[config.mk]
export PLATFORM = sky130hd
export DESIGN_NAME = axi_rd_arbiter_flat
export DESIGN_NICKNAME = d
export VERILOG_FILES = /design/src/rtl/axi_pkg.sv /design/src/rtl/axi_rd_arbiter_if.sv /design/src/rtl/axi_rd_arbiter_rr_arb2.sv /design/src/rtl/axi_rd_arbiter.sv /design/src/flat_wrapper.sv
export SDC_FILE = /design/constraint.sdc
export NUM_CORES = 1
export LEC_CHECK = 0
export CORE_AREA = 2 2 245 247
export DETAILED_ROUTE_END_ITERATION = 16
export DIE_AREA = 0 0 247 249
export SLEW_MARGIN = 10
export SYNTH_ARGS = -nofsm -noshare
export SYNTH_HDL_FRONTEND = slang
export SYNTH_SLANG_ARGS = --single-unit
[constraint.sdc]
create_clock -name clk -period 1.5 [get_ports clk]
set_input_delay 0.15 -clock clk [delete_from_list [all_inputs] [get_ports clk]]
set_output_delay 0.15 -clock clk [all_outputs]
set_load 0.005 [all_outputs]
[src/rtl/axi_pkg.sv]
// Shared AXI read-arbiter types: captured AR request, read FSM states, protocol constants.
// Latency: n/a (types only).
// Backpressure: n/a.
package axi_pkg;

    // Captured AR fields are sized for the widest supported ID/address; ports cast down.
    localparam int AXI_ID_MAX   = 16;
    localparam int AXI_ADDR_MAX = 64;

    localparam logic [1:0] AXI_BURST_INCR = 2'b01;
    localparam logic [1:0] AXI_RESP_OKAY  = 2'b00;

    typedef struct packed {
        logic [AXI_ID_MAX-1:0]   id;
        logic [AXI_ADDR_MAX-1:0] addr;
        logic [7:0]              len;
        logic [2:0]              size;
        logic [1:0]              burst;
        logic [1:0]              lock;
        logic [3:0]              cache;
        logic [2:0]              prot;
    } axi_ar_t;

    typedef enum logic [1:0] {
        IDLE = 2'd0,
        AR   = 2'd1,
        R    = 2'd2
    } rd_state_t;

endpackage

[src/rtl/axi_rd_arbiter_if.sv]
// AXI3 port bundle (AR/R/AW/W/B); master modport drives requests, slave modport answers.
// Latency: n/a (wires only).
// Backpressure: standard AXI valid/ready on every channel.
interface axi_rd_arbiter_if #(
    parameter int IDW = 4,
    parameter int AW  = 32,
    parameter int DW  = 32
) ();
    logic [IDW-1:0]  arid;
    logic [AW-1:0]   araddr;
    logic [7:0]      arlen;
    logic [2:0]      arsize;
    logic [1:0]      arburst;
    logic [1:0]      arlock;
    logic [3:0]      arcache;
    logic [2:0]      arprot;
    logic            arvalid;
    logic            arready;

    logic [IDW-1:0]  rid;
    logic [DW-1:0]   rdata;
    logic [1:0]      rresp;
    logic            rlast;
    logic            rvalid;
    logic            rready;

    logic [IDW-1:0]  awid;
    logic [AW-1:0]   awaddr;
    logic [7:0]      awlen;
    logic [2:0]      awsize;
    logic [1:0]      awburst;
    logic [1:0]      awlock;
    logic [3:0]      awcache;
    logic [2:0]      awprot;
    logic            awvalid;
    logic            awready;

    logic [IDW-1:0]  wid;
    logic [DW-1:0]   wdata;
    logic [DW/8-1:0] wstrb;
    logic            wlast;
    logic            wvalid;
    logic            wready;

    logic [IDW-1:0]  bid;
    logic [1:0]      bresp;
    logic            bvalid;
    logic            bready;

    modport master (
        output arid, araddr, arlen, arsize, arburst, arlock, arcache, arprot, arvalid,
        input  arready,
        input  rid, rdata, rresp, rlast, rvalid,
        output rready,
        output awid, awaddr, awlen, awsize, awburst, awlock, awcache, awprot, awvalid,
        input  awready,
        output wid, wdata, wstrb, wlast, wvalid,
        input  wready,
        input  bid, bresp, bvalid,
        output bready
    );

    modport slave (
        input  arid, araddr, arlen, arsize, arburst, arlock, arcache, arprot, arvalid,
        output arready,
        output rid, rdata, rresp, rlast, rvalid,
        input  rready,
        input  awid, awaddr, awlen, awsize, awburst, awlock, awcache, awprot, awvalid,
        output awready,
        input  wid, wdata, wstrb, wlast, wvalid,
        output wready,
        output bid, bresp, bvalid,
        input  bready
    );
endinterface

[src/rtl/axi_rd_arbiter_rr_arb2.sv]
// Two-requester round-robin arbiter; on a tie the requester not granted last time wins.
// Latency: grant is combinational from req/en; last_grant updates on the granting edge.
// Backpressure: en low suppresses all grants and freezes last_grant.
module rr_arb2 (
    input  logic       clk,
    input  logic       resetn,
    input  logic [1:0] req,
    input  logic       en,
    output logic [1:0] gnt
);
    // Reset to 1 so requester 0 wins the first tie.
    logic last_grant;

    always_comb begin
        gnt = 2'b00;
        if (en) begin
            case (req)
                2'b01:   gnt = 2'b01;
                2'b10:   gnt = 2'b10;
                2'b11:   gnt = last_grant ? 2'b01 : 2'b10;
                default: gnt = 2'b00;
            endcase
        end
    end

    always_ff @(posedge clk) begin
        if (!resetn) begin
            last_grant <= 1'b1;
        end else if (|gnt) begin
            last_grant <= gnt[1];
        end
    end
endmodule

[src/rtl/axi_rd_arbiter.sv]
// Merges two AXI read masters onto one port, one read outstanding; m1 writes pass straight through.
// Latency: AR accepted in t appears on s_ar in t+1; R beats and the write path are combinational.
// Backpressure: owner rready drives s_rready; non-owner sees no rvalid; arready only in IDLE.
module axi_rd_arbiter
    import axi_pkg::*;
#(
    parameter int IDW = 4,
    parameter int AW  = 32,
    parameter int DW  = 32
) (
    input  logic               clk,
    input  logic               resetn,
    axi_rd_arbiter_if.slave    m0,
    axi_rd_arbiter_if.slave    m1,
    axi_rd_arbiter_if.master   s
);
    rd_state_t  st;
    axi_ar_t    ar_q;
    axi_ar_t    ar_sel;
    logic       owner;
    logic       arv_q;
    logic       ract_q;
    logic [1:0] req;
    logic [1:0] gnt;
    logic       arb_en;
    logic       owner_rready;

    assign req    = {m1.arvalid, m0.arvalid};
    assign arb_en = resetn && (st == IDLE);

    rr_arb2 u_arb (
        .clk    (clk),
        .resetn (resetn),
        .req    (req),
        .en     (arb_en),
        .gnt    (gnt)
    );

    always_comb begin
        ar_sel = '0;
        if (gnt[1]) begin
            ar_sel.id    = AXI_ID_MAX'(m1.arid);
            ar_sel.addr  = AXI_ADDR_MAX'(m1.araddr);
            ar_sel.len   = m1.arlen;
            ar_sel.size  = m1.arsize;
            ar_sel.burst = m1.arburst;
            ar_sel.lock  = m1.arlock;
            ar_sel.cache = m1.arcache;
            ar_sel.prot  = m1.arprot;
        end else begin
            ar_sel.id    = AXI_ID_MAX'(m0.arid);
            ar_sel.addr  = AXI_ADDR_MAX'(m0.araddr);
            ar_sel.len   = m0.arlen;
            ar_sel.size  = m0.arsize;
            ar_sel.burst = m0.arburst;
            ar_sel.lock  = m0.arlock;
            ar_sel.cache = m0.arcache;
            ar_sel.prot  = m0.arprot;
        end
    end

    always_ff @(posedge clk) begin
        if (!resetn) begin
            st     <= IDLE;
            ar_q   <= '0;
            owner  <= 1'b0;
            arv_q  <= 1'b0;
            ract_q <= 1'b0;
        end else begin
            case (st)
                IDLE: if (|gnt) begin
                    ar_q  <= ar_sel;
                    owner <= gnt[1];
                    arv_q <= 1'b1;
                    st    <= AR;
                end
                AR: if (s.arready) begin
                    arv_q  <= 1'b0;
                    ract_q <= 1'b1;
                    st     <= R;
                end
                R: if (s.rvalid && s.rready && s.rlast) begin
                    ract_q <= 1'b0;
                    st     <= IDLE;
                end
                default: begin
                    arv_q  <= 1'b0;
                    ract_q <= 1'b0;
                    st     <= IDLE;
                end
            endcase
        end
    end

    assign m0.arready = gnt[0];
    assign m1.arready = gnt[1];

    assign s.arid    = IDW'(ar_q.id);
    assign s.araddr  = AW'(ar_q.addr);
    assign s.arlen   = ar_q.len;
    assign s.arsize  = ar_q.size;
    assign s.arburst = ar_q.burst;
    assign s.arlock  = ar_q.lock;
    assign s.arcache = ar_q.cache;
    assign s.arprot  = ar_q.prot;
    assign s.arvalid = arv_q;

    // R routing follows the registered owner only; rid is never decoded.
    assign owner_rready = owner ? m1.rready : m0.rready;
    assign s.rready     = ract_q && owner_rready;

    assign m0.rid    = s.rid;
    assign m0.rdata  = DW'(s.rdata);
    assign m0.rresp  = s.rresp;
    assign m0.rlast  = s.rlast;
    assign m0.rvalid = ract_q && !owner && s.rvalid;

    assign m1.rid    = s.rid;
    assign m1.rdata  = DW'(s.rdata);
    assign m1.rresp  = s.rresp;
    assign m1.rlast  = s.rlast;
    assign m1.rvalid = ract_q && owner && s.rvalid;

    assign s.awid    = m1.awid;
    assign s.awaddr  = m1.awaddr;
    assign s.awlen   = m1.awlen;
    assign s.awsize  = m1.awsize;
    assign s.awburst = m1.awburst;
    assign s.awlock  = m1.awlock;
    assign s.awcache = m1.awcache;
    assign s.awprot  = m1.awprot;
    assign s.awvalid = m1.awvalid;
    assign m1.awready = s.awready;

    assign s.wid     = m1.wid;
    assign s.wdata   = m1.wdata;
    assign s.wstrb   = m1.wstrb;
    assign s.wlast   = m1.wlast;
    assign s.wvalid  = m1.wvalid;
    assign m1.wready = s.wready;

    assign m1.bid    = s.bid;
    assign m1.bresp  = s.bresp;
    assign m1.bvalid = s.bvalid;
    assign s.bready  = m1.bready;

    // The instruction cache never writes; its write channels are parked.
    assign m0.awready = 1'b0;
    assign m0.wready  = 1'b0;
    assign m0.bid     = '0;
    assign m0.bresp   = '0;
    assign m0.bvalid  = 1'b0;

    logic unused_m0_wr;
    assign unused_m0_wr = ^{m0.awid, m0.awaddr, m0.awlen, m0.awsize, m0.awburst, m0.awlock,
                            m0.awcache, m0.awprot, m0.awvalid, m0.wid, m0.wdata, m0.wstrb,
                            m0.wlast, m0.wvalid, m0.bready};
endmodule
[src/flat_wrapper.sv]
// flat-port wrapper written by rule: the top's interface ports become plain ports
module axi_rd_arbiter_flat import axi_pkg::*;
#(
    parameter int IDW = 4,
    parameter int AW  = 32,
    parameter int DW  = 32
)
  (clk, resetn, m0_arid, m0_araddr, m0_arlen, m0_arsize, m0_arburst, m0_arlock, m0_arcache, m0_arprot, m0_arvalid, m0_arready, m0_rid, m0_rdata, m0_rresp, m0_rlast, m0_rvalid, m0_rready, m0_awid, m0_awaddr, m0_awlen, m0_awsize, m0_awburst, m0_awlock, m0_awcache, m0_awprot, m0_awvalid, m0_awready, m0_wid, m0_wdata, m0_wstrb, m0_wlast, m0_wvalid, m0_wready, m0_bid, m0_bresp, m0_bvalid, m0_bready, m1_arid, m1_araddr, m1_arlen, m1_arsize, m1_arburst, m1_arlock, m1_arcache, m1_arprot, m1_arvalid, m1_arready, m1_rid, m1_rdata, m1_rresp, m1_rlast, m1_rvalid, m1_rready, m1_awid, m1_awaddr, m1_awlen, m1_awsize, m1_awburst, m1_awlock, m1_awcache, m1_awprot, m1_awvalid, m1_awready, m1_wid, m1_wdata, m1_wstrb, m1_wlast, m1_wvalid, m1_wready, m1_bid, m1_bresp, m1_bvalid, m1_bready, s_arid, s_araddr, s_arlen, s_arsize, s_arburst, s_arlock, s_arcache, s_arprot, s_arvalid, s_arready, s_rid, s_rdata, s_rresp, s_rlast, s_rvalid, s_rready, s_awid, s_awaddr, s_awlen, s_awsize, s_awburst, s_awlock, s_awcache, s_awprot, s_awvalid, s_awready, s_wid, s_wdata, s_wstrb, s_wlast, s_wvalid, s_wready, s_bid, s_bresp, s_bvalid, s_bready);
  axi_rd_arbiter_if #(.IDW(IDW), .AW(AW), .DW(DW)) m0_i ();
  axi_rd_arbiter_if #(.IDW(IDW), .AW(AW), .DW(DW)) m1_i ();
  axi_rd_arbiter_if #(.IDW(IDW), .AW(AW), .DW(DW)) s_i ();
  input  logic clk;
  input  logic resetn;
  input wire logic [$bits(m0_i.arid)-1:0] m0_arid;
  input wire logic [$bits(m0_i.araddr)-1:0] m0_araddr;
  input wire logic [$bits(m0_i.arlen)-1:0] m0_arlen;
  input wire logic [$bits(m0_i.arsize)-1:0] m0_arsize;
  input wire logic [$bits(m0_i.arburst)-1:0] m0_arburst;
  input wire logic [$bits(m0_i.arlock)-1:0] m0_arlock;
  input wire logic [$bits(m0_i.arcache)-1:0] m0_arcache;
  input wire logic [$bits(m0_i.arprot)-1:0] m0_arprot;
  input wire logic [$bits(m0_i.arvalid)-1:0] m0_arvalid;
  output wire logic [$bits(m0_i.arready)-1:0] m0_arready;
  output wire logic [$bits(m0_i.rid)-1:0] m0_rid;
  output wire logic [$bits(m0_i.rdata)-1:0] m0_rdata;
  output wire logic [$bits(m0_i.rresp)-1:0] m0_rresp;
  output wire logic [$bits(m0_i.rlast)-1:0] m0_rlast;
  output wire logic [$bits(m0_i.rvalid)-1:0] m0_rvalid;
  input wire logic [$bits(m0_i.rready)-1:0] m0_rready;
  input wire logic [$bits(m0_i.awid)-1:0] m0_awid;
  input wire logic [$bits(m0_i.awaddr)-1:0] m0_awaddr;
  input wire logic [$bits(m0_i.awlen)-1:0] m0_awlen;
  input wire logic [$bits(m0_i.awsize)-1:0] m0_awsize;
  input wire logic [$bits(m0_i.awburst)-1:0] m0_awburst;
  input wire logic [$bits(m0_i.awlock)-1:0] m0_awlock;
  input wire logic [$bits(m0_i.awcache)-1:0] m0_awcache;
  input wire logic [$bits(m0_i.awprot)-1:0] m0_awprot;
  input wire logic [$bits(m0_i.awvalid)-1:0] m0_awvalid;
  output wire logic [$bits(m0_i.awready)-1:0] m0_awready;
  input wire logic [$bits(m0_i.wid)-1:0] m0_wid;
  input wire logic [$bits(m0_i.wdata)-1:0] m0_wdata;
  input wire logic [$bits(m0_i.wstrb)-1:0] m0_wstrb;
  input wire logic [$bits(m0_i.wlast)-1:0] m0_wlast;
  input wire logic [$bits(m0_i.wvalid)-1:0] m0_wvalid;
  output wire logic [$bits(m0_i.wready)-1:0] m0_wready;
  output wire logic [$bits(m0_i.bid)-1:0] m0_bid;
  output wire logic [$bits(m0_i.bresp)-1:0] m0_bresp;
  output wire logic [$bits(m0_i.bvalid)-1:0] m0_bvalid;
  input wire logic [$bits(m0_i.bready)-1:0] m0_bready;
  input wire logic [$bits(m1_i.arid)-1:0] m1_arid;
  input wire logic [$bits(m1_i.araddr)-1:0] m1_araddr;
  input wire logic [$bits(m1_i.arlen)-1:0] m1_arlen;
  input wire logic [$bits(m1_i.arsize)-1:0] m1_arsize;
  input wire logic [$bits(m1_i.arburst)-1:0] m1_arburst;
  input wire logic [$bits(m1_i.arlock)-1:0] m1_arlock;
  input wire logic [$bits(m1_i.arcache)-1:0] m1_arcache;
  input wire logic [$bits(m1_i.arprot)-1:0] m1_arprot;
  input wire logic [$bits(m1_i.arvalid)-1:0] m1_arvalid;
  output wire logic [$bits(m1_i.arready)-1:0] m1_arready;
  output wire logic [$bits(m1_i.rid)-1:0] m1_rid;
  output wire logic [$bits(m1_i.rdata)-1:0] m1_rdata;
  output wire logic [$bits(m1_i.rresp)-1:0] m1_rresp;
  output wire logic [$bits(m1_i.rlast)-1:0] m1_rlast;
  output wire logic [$bits(m1_i.rvalid)-1:0] m1_rvalid;
  input wire logic [$bits(m1_i.rready)-1:0] m1_rready;
  input wire logic [$bits(m1_i.awid)-1:0] m1_awid;
  input wire logic [$bits(m1_i.awaddr)-1:0] m1_awaddr;
  input wire logic [$bits(m1_i.awlen)-1:0] m1_awlen;
  input wire logic [$bits(m1_i.awsize)-1:0] m1_awsize;
  input wire logic [$bits(m1_i.awburst)-1:0] m1_awburst;
  input wire logic [$bits(m1_i.awlock)-1:0] m1_awlock;
  input wire logic [$bits(m1_i.awcache)-1:0] m1_awcache;
  input wire logic [$bits(m1_i.awprot)-1:0] m1_awprot;
  input wire logic [$bits(m1_i.awvalid)-1:0] m1_awvalid;
  output wire logic [$bits(m1_i.awready)-1:0] m1_awready;
  input wire logic [$bits(m1_i.wid)-1:0] m1_wid;
  input wire logic [$bits(m1_i.wdata)-1:0] m1_wdata;
  input wire logic [$bits(m1_i.wstrb)-1:0] m1_wstrb;
  input wire logic [$bits(m1_i.wlast)-1:0] m1_wlast;
  input wire logic [$bits(m1_i.wvalid)-1:0] m1_wvalid;
  output wire logic [$bits(m1_i.wready)-1:0] m1_wready;
  output wire logic [$bits(m1_i.bid)-1:0] m1_bid;
  output wire logic [$bits(m1_i.bresp)-1:0] m1_bresp;
  output wire logic [$bits(m1_i.bvalid)-1:0] m1_bvalid;
  input wire logic [$bits(m1_i.bready)-1:0] m1_bready;
  output wire logic [$bits(s_i.arid)-1:0] s_arid;
  output wire logic [$bits(s_i.araddr)-1:0] s_araddr;
  output wire logic [$bits(s_i.arlen)-1:0] s_arlen;
  output wire logic [$bits(s_i.arsize)-1:0] s_arsize;
  output wire logic [$bits(s_i.arburst)-1:0] s_arburst;
  output wire logic [$bits(s_i.arlock)-1:0] s_arlock;
  output wire logic [$bits(s_i.arcache)-1:0] s_arcache;
  output wire logic [$bits(s_i.arprot)-1:0] s_arprot;
  output wire logic [$bits(s_i.arvalid)-1:0] s_arvalid;
  input wire logic [$bits(s_i.arready)-1:0] s_arready;
  input wire logic [$bits(s_i.rid)-1:0] s_rid;
  input wire logic [$bits(s_i.rdata)-1:0] s_rdata;
  input wire logic [$bits(s_i.rresp)-1:0] s_rresp;
  input wire logic [$bits(s_i.rlast)-1:0] s_rlast;
  input wire logic [$bits(s_i.rvalid)-1:0] s_rvalid;
  output wire logic [$bits(s_i.rready)-1:0] s_rready;
  output wire logic [$bits(s_i.awid)-1:0] s_awid;
  output wire logic [$bits(s_i.awaddr)-1:0] s_awaddr;
  output wire logic [$bits(s_i.awlen)-1:0] s_awlen;
  output wire logic [$bits(s_i.awsize)-1:0] s_awsize;
  output wire logic [$bits(s_i.awburst)-1:0] s_awburst;
  output wire logic [$bits(s_i.awlock)-1:0] s_awlock;
  output wire logic [$bits(s_i.awcache)-1:0] s_awcache;
  output wire logic [$bits(s_i.awprot)-1:0] s_awprot;
  output wire logic [$bits(s_i.awvalid)-1:0] s_awvalid;
  input wire logic [$bits(s_i.awready)-1:0] s_awready;
  output wire logic [$bits(s_i.wid)-1:0] s_wid;
  output wire logic [$bits(s_i.wdata)-1:0] s_wdata;
  output wire logic [$bits(s_i.wstrb)-1:0] s_wstrb;
  output wire logic [$bits(s_i.wlast)-1:0] s_wlast;
  output wire logic [$bits(s_i.wvalid)-1:0] s_wvalid;
  input wire logic [$bits(s_i.wready)-1:0] s_wready;
  input wire logic [$bits(s_i.bid)-1:0] s_bid;
  input wire logic [$bits(s_i.bresp)-1:0] s_bresp;
  input wire logic [$bits(s_i.bvalid)-1:0] s_bvalid;
  output wire logic [$bits(s_i.bready)-1:0] s_bready;
  assign m0_i.arid = m0_arid;
  assign m0_i.araddr = m0_araddr;
  assign m0_i.arlen = m0_arlen;
  assign m0_i.arsize = m0_arsize;
  assign m0_i.arburst = m0_arburst;
  assign m0_i.arlock = m0_arlock;
  assign m0_i.arcache = m0_arcache;
  assign m0_i.arprot = m0_arprot;
  assign m0_i.arvalid = m0_arvalid;
  assign m0_arready = m0_i.arready;
  assign m0_rid = m0_i.rid;
  assign m0_rdata = m0_i.rdata;
  assign m0_rresp = m0_i.rresp;
  assign m0_rlast = m0_i.rlast;
  assign m0_rvalid = m0_i.rvalid;
  assign m0_i.rready = m0_rready;
  assign m0_i.awid = m0_awid;
  assign m0_i.awaddr = m0_awaddr;
  assign m0_i.awlen = m0_awlen;
  assign m0_i.awsize = m0_awsize;
  assign m0_i.awburst = m0_awburst;
  assign m0_i.awlock = m0_awlock;
  assign m0_i.awcache = m0_awcache;
  assign m0_i.awprot = m0_awprot;
  assign m0_i.awvalid = m0_awvalid;
  assign m0_awready = m0_i.awready;
  assign m0_i.wid = m0_wid;
  assign m0_i.wdata = m0_wdata;
  assign m0_i.wstrb = m0_wstrb;
  assign m0_i.wlast = m0_wlast;
  assign m0_i.wvalid = m0_wvalid;
  assign m0_wready = m0_i.wready;
  assign m0_bid = m0_i.bid;
  assign m0_bresp = m0_i.bresp;
  assign m0_bvalid = m0_i.bvalid;
  assign m0_i.bready = m0_bready;
  assign m1_i.arid = m1_arid;
  assign m1_i.araddr = m1_araddr;
  assign m1_i.arlen = m1_arlen;
  assign m1_i.arsize = m1_arsize;
  assign m1_i.arburst = m1_arburst;
  assign m1_i.arlock = m1_arlock;
  assign m1_i.arcache = m1_arcache;
  assign m1_i.arprot = m1_arprot;
  assign m1_i.arvalid = m1_arvalid;
  assign m1_arready = m1_i.arready;
  assign m1_rid = m1_i.rid;
  assign m1_rdata = m1_i.rdata;
  assign m1_rresp = m1_i.rresp;
  assign m1_rlast = m1_i.rlast;
  assign m1_rvalid = m1_i.rvalid;
  assign m1_i.rready = m1_rready;
  assign m1_i.awid = m1_awid;
  assign m1_i.awaddr = m1_awaddr;
  assign m1_i.awlen = m1_awlen;
  assign m1_i.awsize = m1_awsize;
  assign m1_i.awburst = m1_awburst;
  assign m1_i.awlock = m1_awlock;
  assign m1_i.awcache = m1_awcache;
  assign m1_i.awprot = m1_awprot;
  assign m1_i.awvalid = m1_awvalid;
  assign m1_awready = m1_i.awready;
  assign m1_i.wid = m1_wid;
  assign m1_i.wdata = m1_wdata;
  assign m1_i.wstrb = m1_wstrb;
  assign m1_i.wlast = m1_wlast;
  assign m1_i.wvalid = m1_wvalid;
  assign m1_wready = m1_i.wready;
  assign m1_bid = m1_i.bid;
  assign m1_bresp = m1_i.bresp;
  assign m1_bvalid = m1_i.bvalid;
  assign m1_i.bready = m1_bready;
  assign s_arid = s_i.arid;
  assign s_araddr = s_i.araddr;
  assign s_arlen = s_i.arlen;
  assign s_arsize = s_i.arsize;
  assign s_arburst = s_i.arburst;
  assign s_arlock = s_i.arlock;
  assign s_arcache = s_i.arcache;
  assign s_arprot = s_i.arprot;
  assign s_arvalid = s_i.arvalid;
  assign s_i.arready = s_arready;
  assign s_i.rid = s_rid;
  assign s_i.rdata = s_rdata;
  assign s_i.rresp = s_rresp;
  assign s_i.rlast = s_rlast;
  assign s_i.rvalid = s_rvalid;
  assign s_rready = s_i.rready;
  assign s_awid = s_i.awid;
  assign s_awaddr = s_i.awaddr;
  assign s_awlen = s_i.awlen;
  assign s_awsize = s_i.awsize;
  assign s_awburst = s_i.awburst;
  assign s_awlock = s_i.awlock;
  assign s_awcache = s_i.awcache;
  assign s_awprot = s_i.awprot;
  assign s_awvalid = s_i.awvalid;
  assign s_i.awready = s_awready;
  assign s_wid = s_i.wid;
  assign s_wdata = s_i.wdata;
  assign s_wstrb = s_i.wstrb;
  assign s_wlast = s_i.wlast;
  assign s_wvalid = s_i.wvalid;
  assign s_i.wready = s_wready;
  assign s_i.bid = s_bid;
  assign s_i.bresp = s_bresp;
  assign s_i.bvalid = s_bvalid;
  assign s_bready = s_i.bready;
  axi_rd_arbiter #(.IDW(IDW), .AW(AW), .DW(DW)) u_core (.clk(clk), .resetn(resetn), .m0(m0_i), .m1(m1_i), .s(s_i));
endmodule
# Yosys cells after proc, flatten, opt, wreduce, memory -nomap -nowiden
# Cells that the tools add are included.
[classes]
add_sub_neg = 0
multipliers = 0
n_div = 0
n_lt_le_gt_ge = 0
n_eq_ne = 8
shifts = 0
n_mux = 15
bitwise = 2
reduce_logical = 15
[op_table]
columns = ["op", "count"]
rows = [
  ["$mux W90", 1],
  ["$pmux W2 S3", 2],
  ["$mux W2", 5],
  ["$reduce_and A3 Y1", 3],
  ["$logic_and A1 B1 Y1", 8],
  ["$eq A2 B2 Y1 const B", 3],
  ["$pmux W1 S3", 2],
  ["$mux W1", 5],
  ["$eq A2 B1 Y1 const B", 2],
  ["$ne A2 B2 Y1 const B", 2],
  ["$logic_not A2 Y1", 1],
  ["$ne A2 B1 Y1 const B", 1],
  ["$not A1 Y1", 2],
  ["$reduce_and A2 Y1", 1],
  ["$reduce_or A2 Y1", 1],
  ["$logic_not A1 Y1", 1],
]
[word_totals]
regBits = 64
latchBits = 0
ramBits = 0
mem_bits_ro = 0
in_bits = 376
mem_count = 0

# Longest topological paths before layout
# Gate-level depths: netlist of the first run.
[depth]
depth_word = 6
mapped_depth = 6

# Cells and area by module
# Synthesis of the first run repeated with hierarchy kept, for this count alone.
[unflattened]
cells_unflattened = 502
area_unflattened_um2 = 4579.4
[by_module_without_submodules]
columns = ["module", "instances", "cells_each", "area_per_inst_um2", "seq_area_each_um2"]
rows = [
  ["axi_rd_arbiter", 1, 494, 4523.1, 1261.2],
  ["rr_arb2", 1, 8, 56.3, 20.0],
]

# Worst setup path after synthesis of the first run
# Ideal clock, no wire load.
[synth_timing]
path_kind = "reg2reg"
start = "register u_core.st[1]"
end = "register u_core.ar_q, in the netlist u_core.s.araddr[10]"
setup_time_ns = 0.133
t_arrival_ns = 1.286
required_ns = 1.367
slack_ns = 0.080
path_stages_with_launch = 7
synth_period_minus_slack_ns = 1.420
cell_sequence = "dfxtp_1 -> or3b_1 -> buf_4 -> nor2_8 -> buf_6 -> buf_6 -> a311oi_1"
[synth_between]
elab_chain_len = 5
[synth_lines]
columns = ["element", "line_no", "text"]
rows = [
  ["start: declaration", "axi_rd_arbiter.sv:17", "rd_state_t st;"],
  ["start signal: assignment", "axi_rd_arbiter.sv:64", "st <= IDLE;"],
  ["start signal: assignment", "axi_rd_arbiter.sv:75", "st <= AR;"],
  ["start signal: assignment", "axi_rd_arbiter.sv:80", "st <= R;"],
  ["$logic_not A2 Y1 (*)", "axi_rd_arbiter.sv:29, axi_rd_arbiter.sv:70", ""],
  ["$logic_and A1 B1 Y1", "axi_rd_arbiter.sv:29", "assign arb_en = resetn && (st == IDLE);"],
  ["$mux W2", "axi_rd_arbiter_rr_arb2.sv:16", "if (en) begin"],
  ["$reduce_or A2 Y1", "axi_rd_arbiter.sv:71", "IDLE: if (|gnt) begin"],
  ["$reduce_and A2 Y1 (no source line)", "n/a", ""],
  ["end signal: assignment", "axi_rd_arbiter.sv:72", "ar_q <= ar_sel;"],
  ["end: declaration", "axi_rd_arbiter.sv:18", "axi_ar_t ar_q;"],
]
# Every way passes the cells marked *; elsewhere a longest branch is shown, timed or not.
# A chain may end at the register's enable or synchronous reset.

# Worst setup path after layout of the first run
[layout_timing]
start = "register u_core.st[1]"
end = "register u_core.ar_q, in the netlist u_core.s.araddr[26]"
# The elaborated chain is that of the path after synthesis.

==> flow_summary.toml, run 1 <==
[run_status]
run_status = "complete, but fails checks"
failed_checks = "setup timing"

[synthesis]
syn-instance-count = 577
netlist_area_sq_mm = 0.00463
syn_avg_cell_area_sq_um = 8.03
yosys_register_bits = 64
synth-seq-area-share_pct = 27.6
yosysUniqueCellTypes = 33
yosys_warnings = 0

[timing]
final.setup_skew_ns = 0.00917
clock.fmax_mhz = 600
fin_crit_sh_pct = 111
post-route-min-period_ns = 1.67
setup_total_negative_slack_ns = -6.20
setup_violations = 61
finalWorstSetupSlack_ns = -0.168
final_max_slew_viol_count = 0
rsz0062_at_grt = "true"
final_hold_viol_count = 0

[route]
detail-route-antenna-nets = 0
drt_iter0_drc = 236
detail_route.vias_per_cell = 3.27
route.vias.total = 4540
avgRoutedWirePerCell_um = 19.9
route.detailed.drc = 0
drtPass1Iterations = 4
drt_wl_total_um = 27600

[hold_path]
depth_of_the_worst_hold_timing_path = 0
hold_path_startpoint = "s_bid[3]"
worst_hold_path.endpoint = "m1_bid[3]"
min_path_type = "input pin to output port"

[placed_design]
placement.io_buffers = 190
estimated_wirelength_of_the_detail_placed_design_um = 19100
globalplace.congestion = 0.750

[cts]
clock-sinks = 64
path_clk_slew_ns = 0.07
max-clock-path-buffers = 2
numCtsBuffers = 9
clock_insertion_delay_worst_skew_ns = 0.37
clock_tree_from_tritoncts = "done"
cts.htree.levels = 3
cts_root_buf = "sky130_fd_sc_hd__clkbuf_16"

[power_and_ir_drop]
power.share.clock_pct = 35.2
leakage_nw = 2.36
netSwitchingFraction_pct = 32.5
p_comb_share_pct = 36.6
power.switching_mw = 2.32
power_density_mw_per_mm2 = 925
max-vdd-ir-drop_mv = 0.652
power.share.sequential_pct = 28.2
fin_total_pwr_mw = 7.14
cell_internal_pwr_mw = 4.82

[global_route]
gr-usage-all-layers_pct = 8.44
first_global_vias = 4576
grt_max_degree = 31
grt.overflow.total = 0
grt_pass1_wl_um = 35100
grt_antenna_before_repair = 5

[critical_path]
crit_arrival_ns = 1.95
worst-r2r-setup-slack_ns = -0.17
worst_setup_path_end_kind = "flop"
worst_r2r_start = "u_core.st[1]"
r2r_cells = 9
critical_path.max_fanout = 8
r2r_endpoint = "u_core.s.araddr[26]"
timing.critical_path.required_ns = 1.78
setup.worst_path.start_class = "flop"
critPathKind = "flop to flop"

[die]
floorplan.io_pins = 638
core_region_area_sq_mm = 0.0587
initial_core_util_pct = 7.90
std_cell_rows = 89
height_of_the_die_um = 249
fp.dieArea_sq_mm = 0.0615
die_w_um = 247

[job]
max_cap_violations = 0

[final_layout]
area.growth.synth_to_final_pct = 66.6
fraction_of_layout_instances_using_a_drive_strength_above_1_pct = 30.2
fin_nets = 981
worst max path at each step:
| stage | slack (ns) | to | startpoint | depth (start not counted) |
|---|---|---|---|---|
| 3_5_place_dp | -0.49 | u_core.s.araddr[19] | resetn | 6 |
| 3_3_place_gp | -0.43 | u_core.s.araddr[20] | resetn | 6 |
| 6_report | -0.17 | u_core.s.araddr[26] | u_core.st[1] | 9 |
| 5_1_grt | -0.26 | u_core.s.araddr[29] | u_core.st[1] | 9 |
| 2_1_floorplan | 0.08 | u_core.s.araddr[10] | u_core.st[1] | 6 |
| 4_1_cts | -0.17 | u_core.s.araddr[25] | u_core.st[0] | 9 |
kinds of logic after synthesis:
logic type / after synthesis / synth area share [%]
AO/OA/AOI/OAI: 185 / 25.4
buffers and inverters: 252 / 38.0
other: 1 / 0.0809
flip-flops: 64 / 27.6
AND/OR/NAND/NOR: 74 / 8.67
multiplexers: 1 / 0.216
critical path, cell delays in order, from the launching register on:
cell and delay, ns:
sky130_fd_sc_hd__dfxtp_2 0.33, sky130_fd_sc_hd__buf_6 0.12, sky130_fd_sc_hd__nor3b_4 0.22, sky130_fd_sc_hd__buf_6 0.14, sky130_fd_sc_hd__buf_12 0.11, sky130_fd_sc_hd__buf_12 0.11
sky130_fd_sc_hd__buf_12 0.11, sky130_fd_sc_hd__buf_16 0.13, sky130_fd_sc_hd__a21oi_1 0.07, sky130_fd_sc_hd__a311oi_2 0.23
cell usage after synthesis:
library cell	n	area (sq um)
sky130_fd_sc_hd__clkbuf_2	2	10.0
sky130_fd_sc_hd__buf_2	23	115
sky130_fd_sc_hd__conb_1	1	3.75
sky130_fd_sc_hd__a311oi_1	58	508
sky130_fd_sc_hd__o21bai_1	1	7.51
sky130_fd_sc_hd__buf_6	3	33.8
sky130_fd_sc_hd__nor3b_2	1	12.5
sky130_fd_sc_hd__and3_1	1	6.26
sky130_fd_sc_hd__or2_2	1	6.26
sky130_fd_sc_hd__a211o_1	1	8.76
sky130_fd_sc_hd__dfxtp_1	64	1280
sky130_fd_sc_hd__inv_1	2	7.51
sky130_fd_sc_hd__nand2_1	1	3.75
sky130_fd_sc_hd__nor2_2	1	6.26
sky130_fd_sc_hd__o21ai_1	2	10.0
sky130_fd_sc_hd__inv_2	1	3.75
sky130_fd_sc_hd__clkbuf_1	18	67.6
sky130_fd_sc_hd__a21boi_2	1	11.3
sky130_fd_sc_hd__nor2_1	3	11.3
sky130_fd_sc_hd__o21ai_0	58	290
sky130_fd_sc_hd__buf_4	203	1520
sky130_fd_sc_hd__nand3b_1	1	7.51
sky130_fd_sc_hd__nor2_8	1	20.0
sky130_fd_sc_hd__a21oi_1	59	295
sky130_fd_sc_hd__a21bo_2	1	10.0
sky130_fd_sc_hd__a31o_2	2	17.5
sky130_fd_sc_hd__a221oi_1	1	8.76
sky130_fd_sc_hd__o32ai_1	1	8.76
sky130_fd_sc_hd__nand2b_1	2	12.5
sky130_fd_sc_hd__mux2i_1	1	10.0
sky130_fd_sc_hd__nor2b_1	1	6.26
sky130_fd_sc_hd__nand3_1	60	300
sky130_fd_sc_hd__or3b_1	1	8.76
power groups by stage:
stage	registers [mW]	logic, mW	clock network, mW
3_3_place_gp	2.04	1.83	0
5_1_grt	2.04	2.79	2.72
6_report	2.02	2.61	2.51
3_5_place_dp	2.04	1.86	0
4_1_cts	2.02	2.42	2.69
2_1_floorplan	2.04	1.12	0
metrics by stage:
| step | util (%) | instances | cell area [sq um] | hold slack [ns] | worst slack [ns] |
|---|---|---|---|---|---|
| 6_report | 13.2 | 1387 | 7720 | 0.300 | -0.168 |
| 5_1_grt | 13.1 | 1383 | 7710 | 0.300 | -0.259 |
| 4_1_cts | 12.5 | 1378 | 7330 | 0.300 | -0.170 |
| 3_5_place_dp | 10.7 | 1336 | 6250 | 0.300 | -0.486 |
| 3_3_place_gp | 10.7 | 1336 | 6250 | 0.300 | -0.434 |
| 2_1_floorplan | - | 585 | 4660 | 0.264 | 0.0803 |
final cells by class:
| type | instances | area, sq um |
|---|---|---|
| Inverter | 3 | 13.8 |
| Multi-Input combinational cell | 269 | 2120 |
| Timing Repair Buffer | 258 | 3000 |
| Clock buffer | 9 | 225 |
| Sequential cell | 64 | 1290 |
| Clock inverter | 7 | 100 |
| Antenna cell | 4 | 10.0 |
| Tap cell | 773 | 967 |
| Fill cell | 6650 | 51000 |
state kept, by name (all words and copies together) (netlist names):
| signal | cells |
|---|---|
| u_core.s.araddr | 32 |
| u_core.s.arprot | 3 |
| u_core.s.arid | 4 |
| u_core.u_arb.last_grant | 1 |
| u_core.s.arlock | 2 |
| u_core.owner | 1 |
| u_core.s.arlen | 8 |
| u_core.s.arvalid | 1 |
| u_core.st | 2 |
| u_core.s.arburst | 2 |
| u_core.s.arsize | 3 |
| u_core.s.arcache | 4 |
| u_core.ract_q | 1 |
layer usage:
layer | global-route usage (%) | part of all wire, % | up-vias
met5 | 1.27 | 0.55 | -
met4 | 5.03 | 5.5 | 10
met3 | 6.27 | 16 | 119
met2 | 13.4 | 47 | 364
met1 | 7.61 | 31 | 2112
li1 | - | - | 1935
cell usage in the layout (no fill, tap or decap), types with 2 or more instances in the layout:
| cell type | netlist | routed |
|---|---|---|
| sky130_fd_sc_hd__o21ai_2 | 0 | 13 |
| sky130_fd_sc_hd__a21oi_2 | 0 | 7 |
| sky130_fd_sc_hd__clkdlybuf4s50_1 | 0 | 183 |
| sky130_fd_sc_hd__dfxtp_1 | 64 | 60 |
| sky130_fd_sc_hd__bufinv_16 | 0 | 2 |
| sky130_fd_sc_hd__nand2b_1 | 2 | 2 |
| sky130_fd_sc_hd__o21ai_0 | 58 | 38 |
| sky130_fd_sc_hd__clkbuf_16 | 0 | 12 |
| sky130_fd_sc_hd__dlygate4sd2_1 | 0 | 3 |
| sky130_fd_sc_hd__nor2_4 | 0 | 2 |
| sky130_fd_sc_hd__buf_8 | 0 | 2 |
| sky130_fd_sc_hd__buf_4 | 203 | 23 |
| sky130_fd_sc_hd__inv_6 | 0 | 3 |
| sky130_fd_sc_hd__buf_16 | 0 | 9 |
| sky130_fd_sc_hd__a311oi_1 | 58 | 29 |
| sky130_fd_sc_hd__conb_1 | 1 | 9 |
| sky130_fd_sc_hd__a21oi_1 | 59 | 51 |
| sky130_fd_sc_hd__diode_2 | 0 | 4 |
| sky130_fd_sc_hd__buf_6 | 3 | 9 |
| sky130_fd_sc_hd__buf_12 | 0 | 25 |
| sky130_fd_sc_hd__dfxtp_2 | 0 | 3 |
| sky130_fd_sc_hd__o21ai_1 | 2 | 8 |
| sky130_fd_sc_hd__nand3_2 | 0 | 22 |
| sky130_fd_sc_hd__nand3_4 | 0 | 4 |
| sky130_fd_sc_hd__nand3_1 | 60 | 34 |
| sky130_fd_sc_hd__a311oi_2 | 0 | 29 |
what timing repair did:
| action | 4_1_cts | 5_1_grt |
|---|---|---|
| buffers inserted | 16 | 3 |
| hold buffers | 0 | 0 |
| resized for setup | 116 | 61 |
| gates cloned | 10 | 4 |
| setup endpoints to repair | 66 | 62 |
| pin swaps | 51 | 23 |
| endpoints found under the hold margin | 0 | 0 |
Power figures use the tool's default switching activity.
==> run 2: changes to the inputs <==
--- a/config.mk
+++ b/config.mk
@@ -6,8 +6,11 @@
 export NUM_CORES = 1
 export LEC_CHECK = 0
 export CORE_AREA = 2 2 245 247
+export CTS_BUF_LIST = sky130_fd_sc_hd__clkbuf_4 sky130_fd_sc_hd__clkbuf_8
+export CTS_CLUSTER_DIAMETER = 60
 export DETAILED_ROUTE_END_ITERATION = 16
 export DIE_AREA = 0 0 247 249
+export SKIP_LAST_GASP = 1
 export SLEW_MARGIN = 10
 export SYNTH_ARGS = -nofsm -noshare
 export SYNTH_HDL_FRONTEND = slang
==> run 2 against run 1 <==
Against the previous run: sequential power about the same; the run still ends with setup timing left; combinational power fell by 10%; largest cell class unchanged; largest power group unchanged; highest routed layer unchanged; die area unchanged; maximum frequency is 1.1% higher.
==> flow_summary.toml, run 2 (synthesized netlist as in run 1, its figures left out) <==
[power_and_ir_drop]
netSwitchingFraction_pct = 34.2
power.switching_mw = 2.15
power.share.sequential_pct = 32.2
power_density_mw_per_mm2 = 862
power.share.clock_pct = 30.4
max-vdd-ir-drop_mv = 0.384
fin_total_pwr_mw = 6.30
cell_internal_pwr_mw = 4.15
p_comb_share_pct = 37.4
leakage_nw = 2.45

[timing]
setup_violations = 60
final_max_slew_viol_count = 0
finalWorstSetupSlack_ns = -0.150
final_hold_viol_count = 0
setup_total_negative_slack_ns = -5.53
post-route-min-period_ns = 1.65
fin_crit_sh_pct = 110
rsz0062_at_grt = "true"
clock.fmax_mhz = 606
final.setup_skew_ns = 0.0130

[final_layout]
mostFrequentLayoutCells = "sky130_fd_sc_hd__clkdlybuf4s50_1 (146), sky130_fd_sc_hd__o21ai_0 (54), sky130_fd_sc_hd__nand3_1 (51), sky130_fd_sc_hd__a21oi_1 (44), sky130_fd_sc_hd__dfxtp_2 (37)"
fraction_of_layout_instances_using_a_drive_strength_above_1_pct = 31.1
fin_nets = 976
number_of_flip_flops_in_the_largest_register = 32
fin_area_sq_mm = 0.00731
final.fill_count = 6703
multiInputGateArea_sq_mm = 0.00195
area.growth.synth_to_final_pct = 57.8
ff_latch_area_sq_mm = 0.00134
final_cell_count_without_fillers = 1380
layout_commonest_cell = "sky130_fd_sc_hd__clkdlybuf4s50_1"

[critical_path]
critPathLaunch = "u_core.st[1]"
timing.critical_path.required_ns = 1.84
r2r_endpoint = "u_core.s.arlen[2]"
worst_r2r_start = "u_core.st[1]"
worst-r2r-setup-slack_ns = -0.15
critPathKind = "flop to flop"
worst_setup_path_end_kind = "flop"
critical_path.max_fanout = 8
crit_arrival_ns = 1.99
r2r_cells = 8
setup.worst_path.start_class = "flop"
cp-endpoint = "u_core.s.arlen[2]"

[global_route]
met1_usage_pct = 7.37
global_route.usage.met2_pct = 12.5
grt.overflow.total = 0
gr-usage-all-layers_pct = 8.13
grt.met3_usage_pct = 6.16
grt_antenna_before_repair = 6
grt_pass1_wl_um = 34000
grt-busiest-layer = "met2"
first_global_vias = 4531
grt_max_degree = 31

[cts]
cts.htree.levels = 3
clock-sinks = 64
cts_root_buf = "sky130_fd_sc_hd__clkbuf_8"
path_clk_slew_ns = 0.10
ctsHoldBuffers = 0
numCtsBuffers = 9
clock_tree_from_tritoncts = "done"
clock_insertion_delay_worst_skew_ns = 0.42
max-clock-path-buffers = 2

[hold_path]
min_path_type = "input pin to flop"

[placed_design]
estimated_wirelength_of_the_detail_placed_design_um = 19100
dp.cells = 1336
dp_worst_setup_slack_ns = -0.486
globalplace.congestion = 0.750
placement.io_buffers = 190
postPlaceCellArea_sq_mm = 0.00625

[run_status]
failed_checks = "setup timing"
run_status = "complete, but fails checks"

[die]
die_w_um = 247
initial_core_util_pct = 7.90
floorplan.io_pins = 638
height_of_the_die_um = 249
core_region_area_sq_mm = 0.0587
fp.dieArea_sq_mm = 0.0615
std_cell_rows = 89

[job]
max_cap_violations = 0

[route]
route.vias.total = 4534
drt_wl_total_um = 26900
route.detailed.drc = 0
detail_route.vias_per_cell = 3.29
drt_iter0_drc = 148
avgRoutedWirePerCell_um = 19.5
detail-route-antenna-nets = 0
drtPass1Iterations = 4
-- run 2: cell count changes in the layout (fill, tap and decap cells not counted), sizes merged --
cell / previous run / this run
clkdlybuf4s50: 183 / 146
clkdlybuf4s15: 1 / 0
dlygate4sd2: 3 / 34
dlymetal6s2s: 0 / 5
buf: 68 / 64
clkbuf: 12 / 13
diode: 4 / 2
-- run 2: through the flow --
step                      util [%]  hold WS [ns]
final                         12.5         0.296
after global routing          12.5         0.254
after CTS                     11.9         0.210
after detailed placement      10.7         0.300
after global placement        10.7         0.300
after floorplan                  -         0.264
-- run 2: power groups by stage --
stage | logic (mW) | clock network (mW) | registers (mW)
floorplan | 1.12 | 0 | 2.04
detailed placement | 1.86 | 0 | 2.04
global placement | 1.83 | 0 | 2.04
finish | 2.35 | 1.92 | 2.03
CTS | 2.17 | 2.12 | 2.03
global route | 2.51 | 2.13 | 2.05
-- run 2: area by class of cell --
class | instances | share of cell area [%]
Antenna cell | 2 | 0.0684
Clock buffer | 9 | 1.69
Clock inverter | 7 | 1.37
Inverter | 3 | 0.154
Multi-Input combinational cell | 269 | 26.6
Sequential cell | 64 | 18.3
Tap cell | 773 | 13.2
Timing Repair Buffer | 253 | 38.6
-- run 2: how the worst min path moves through the flow --
stage | from | to | slack (ns) | cells past startpoint
2_1_floorplan | s_arready | u_core.st[0] | 0.26 | 1
4_1_cts | m1_arcache[3] | u_core.s.arcache[3] | 0.21 | 3
3_5_place_dp | s_awready | m1_awready | 0.30 | 0
3_3_place_gp | s_awready | m1_awready | 0.30 | 0
6_report | m1_arlen[5] | u_core.s.arlen[5] | 0.30 | 3
5_1_grt | m1_araddr[22] | u_core.s.araddr[22] | 0.25 | 3
-- run 2: layer usage --
| metal | share of wire [%] | routed length [um] |
|---|---|---|
| met1 | 32 | 8610 |
| met2 | 46 | 12400 |
| met3 | 16 | 4300 |
| met4 | 5.5 | 1470 |
| met5 | 0.57 | 153 |
-- run 2: what timing repair did --
action,4_1_cts,5_1_grt
gates resized for setup,147,45
endpoints found under the setup margin,114,72
pin swaps,43,31
setup buffers,11,4
gates cloned,6,6
-- run 2: worst max-delay path, stage by stage, from the launching register on --
cell                       delay, ns
sky130_fd_sc_hd__dfxtp_2        0.34
sky130_fd_sc_hd__buf_6          0.11
sky130_fd_sc_hd__nor3b_4        0.23
sky130_fd_sc_hd__buf_6          0.14
sky130_fd_sc_hd__buf_12         0.13
sky130_fd_sc_hd__buf_12         0.12
sky130_fd_sc_hd__buf_16         0.15
sky130_fd_sc_hd__nand3_4        0.07
sky130_fd_sc_hd__a311oi_2       0.25
==> run 3: changes to the inputs <==
--- a/config.mk
+++ b/config.mk
@@ -6,7 +6,6 @@
 export NUM_CORES = 1
 export LEC_CHECK = 0
 export CORE_AREA = 2 2 245 247
-export CTS_BUF_LIST = sky130_fd_sc_hd__clkbuf_4 sky130_fd_sc_hd__clkbuf_8
 export CTS_CLUSTER_DIAMETER = 60
 export DETAILED_ROUTE_END_ITERATION = 16
 export DIE_AREA = 0 0 247 249
==> run 3 against run 2 <==
Against the previous run: setup slack got worse by 0.015 ns; die area did not move; global-route usage rose by 0.30 points; sequential power barely moved; critical path depth rose by 1; critical endpoint is now u_core.s.araddr[26]; routed wire length rose by 2.4%; sequential share of layout area fell by 1.4 points; the flow still finishes with violations (setup timing).
==> flow_summary.toml, run 3 (synthesized netlist as in run 1, its figures left out) <==
[cts]
numCtsBuffers = 9
max-clock-path-buffers = 2
path_clk_slew_ns = 0.07
clock_insertion_delay_worst_skew_ns = 0.37
clock-sinks = 64
clock_tree_from_tritoncts = "done"
cts_root_buf = "sky130_fd_sc_hd__clkbuf_16"
cts.htree.levels = 3

[hold_path]
min_path_type = "input pin to output port"

[power_and_ir_drop]
p_comb_share_pct = 36.2
max-vdd-ir-drop_mv = 0.652
netSwitchingFraction_pct = 32.4
cell_internal_pwr_mw = 4.79
power.share.sequential_pct = 28.4
power.switching_mw = 2.29
power_density_mw_per_mm2 = 930
leakage_nw = 2.34
power.share.clock_pct = 35.4

[final_layout]
mostFrequentLayoutCells = "sky130_fd_sc_hd__clkdlybuf4s50_1 (183), sky130_fd_sc_hd__dfxtp_1 (60), sky130_fd_sc_hd__a21oi_1 (52), sky130_fd_sc_hd__o21ai_0 (39), sky130_fd_sc_hd__nand3_1 (38)"
post-route-util_pct = 13.0
layout_commonest_cell = "sky130_fd_sc_hd__clkdlybuf4s50_1"
multiInputGateArea_sq_mm = 0.00207
area.growth.synth_to_final_pct = 64.5
final.fill_count = 6661
ff_latch_area_sq_mm = 0.00129
fin_nets = 980
number_of_flip_flops_in_the_largest_register = 32
final_cell_count_without_fillers = 1384
fraction_of_layout_instances_using_a_drive_strength_above_1_pct = 28.9

[run_status]
run_status = "complete, but fails checks"
failed_checks = "setup timing"

[route]
drtPass1Iterations = 5
detail-route-antenna-nets = 0
route.detailed.drc = 0
detail_route.vias_per_cell = 3.28
drt_wl_total_um = 27600
avgRoutedWirePerCell_um = 19.9
route.vias.total = 4539
drt_iter0_drc = 225

[timing]
clock.fmax_mhz = 601
fin_crit_sh_pct = 111
final_max_slew_viol_count = 0
finalWorstSetupSlack_ns = -0.165
setup_violations = 61
final_hold_viol_count = 0
final.setup_skew_ns = 0.00779
post-route-min-period_ns = 1.67
rsz0062_at_grt = "true"

[global_route]
grt.overflow.total = 0
first_global_vias = 4567
gr-usage-all-layers_pct = 8.43
grt_pass1_wl_um = 35100
grt_max_degree = 31
grt_antenna_before_repair = 5

[critical_path]
slowest_delay_ns = 0.33
setup.worst_path.start_class = "flop"
critPathSlowestCell = "sky130_fd_sc_hd__dfxtp_2"
crit_arrival_ns = 1.95
worst_setup_path_end_kind = "flop"
crit_path_top_cell_by_count = "sky130_fd_sc_hd__buf_12"
timing.critical_path.required_ns = 1.78
critical_path.max_fanout = 8
critPathKind = "flop to flop"
worstPathCellList = "buf_6 > nor3b_4 > buf_6 > buf_12 > buf_12 > buf_12 > buf_16 > a21oi_1 > a311oi_2"

[placed_design]
estimated_wirelength_of_the_detail_placed_design_um = 19100
placement.io_buffers = 190
globalplace.congestion = 0.750
dp.cells = 1336

[die]
fp.dieArea_sq_mm = 0.0615
std_cell_rows = 89
floorplan.io_pins = 638
initial_core_util_pct = 7.90
die_w_um = 247
core_region_area_sq_mm = 0.0587
height_of_the_die_um = 249

[job]
max_cap_violations = 0
run 3: power groups by stage:
stage	clock (mW)	sequential [mW]	combinational, mW
global route	2.72	2.04	2.75
floorplan	0	2.04	1.12
finish	2.51	2.01	2.56
global placement	0	2.04	1.83
detailed placement	0	2.04	1.86
CTS	2.69	2.02	2.42
run 3: routing by layer:
metal	share of wire [%]	track usage [%]	vias to the layer above	wire length, um
met3	15	6.27	116	4270
met2	47	13.4	368	12900
met5	0.55	1.27	-	152
li1	-	-	1927	-
met1	32	7.60	2118	8770
met4	5.5	5.03	10	1510
run 3: area by class of cell:
| class | count | area share, % |
|---|---|---|
| clock buffers | 9 | 2.95 |
| inverters | 3 | 0.181 |
| clock inverters | 7 | 1.31 |
| well taps | 773 | 12.7 |
| diodes | 2 | 0.0656 |
| repair buffers | 257 | 38.8 |
| multi-input cells | 269 | 27.1 |
| flip-flops and latches | 64 | 16.9 |
run 3: timing repair:
| item | 4_1_cts | 5_1_grt |
|---|---|---|
| pin swaps | 45 | 23 |
| setup endpoints to repair | 66 | 62 |
| hold buffers | 0 | 0 |
| hold endpoints to repair | 0 | 0 |
| resized for setup | 108 | 55 |
| setup buffers | 16 | 3 |
| cloned | 10 | 4 |
run 3: worst paths after layout:
check | startpoint | to | slack (ns) | cells past startpoint
worst max-delay path | u_core.st[1] | u_core.s.araddr[26] | -0.17 | 9
worst min-delay path | s_bid[3] | m1_bid[3] | 0.30 | 0
worst max register to register | u_core.st[1] | u_core.s.araddr[26] | -0.17 | 9
worst min register to register | u_core.s.arvalid | u_core.s.arvalid | 0.50 | 1
run 3: worst max-delay path: cells and delay by family, from the launching register on:
family                 cells  cell delay, ns
flip-flops                 1            0.33
buffers and inverters      6            0.72
AO/OA/AOI/OAI              2            0.30
AND/OR/NAND/NOR            1            0.22
run 3: per-stage QoR:
| stage | total power [mW] | setup WS, ns | hold WS, ns | setup TNS (ns) | area, sq um |
|---|---|---|---|---|---|
| after detailed placement | 3.90 | -0.486 | 0.300 | -25.89 | 6250 |
| after global routing | 7.50 | -0.258 | 0.300 | -12.11 | 7620 |
| after floorplan | 3.16 | 0.0803 | 0.264 | 0 | 4660 |
| final | 7.09 | -0.165 | 0.300 | -6.19 | 7620 |
| after global placement | 3.88 | -0.434 | 0.300 | -22.52 | 6250 |
| after CTS | 7.12 | -0.170 | 0.300 | -6.46 | 7330 |
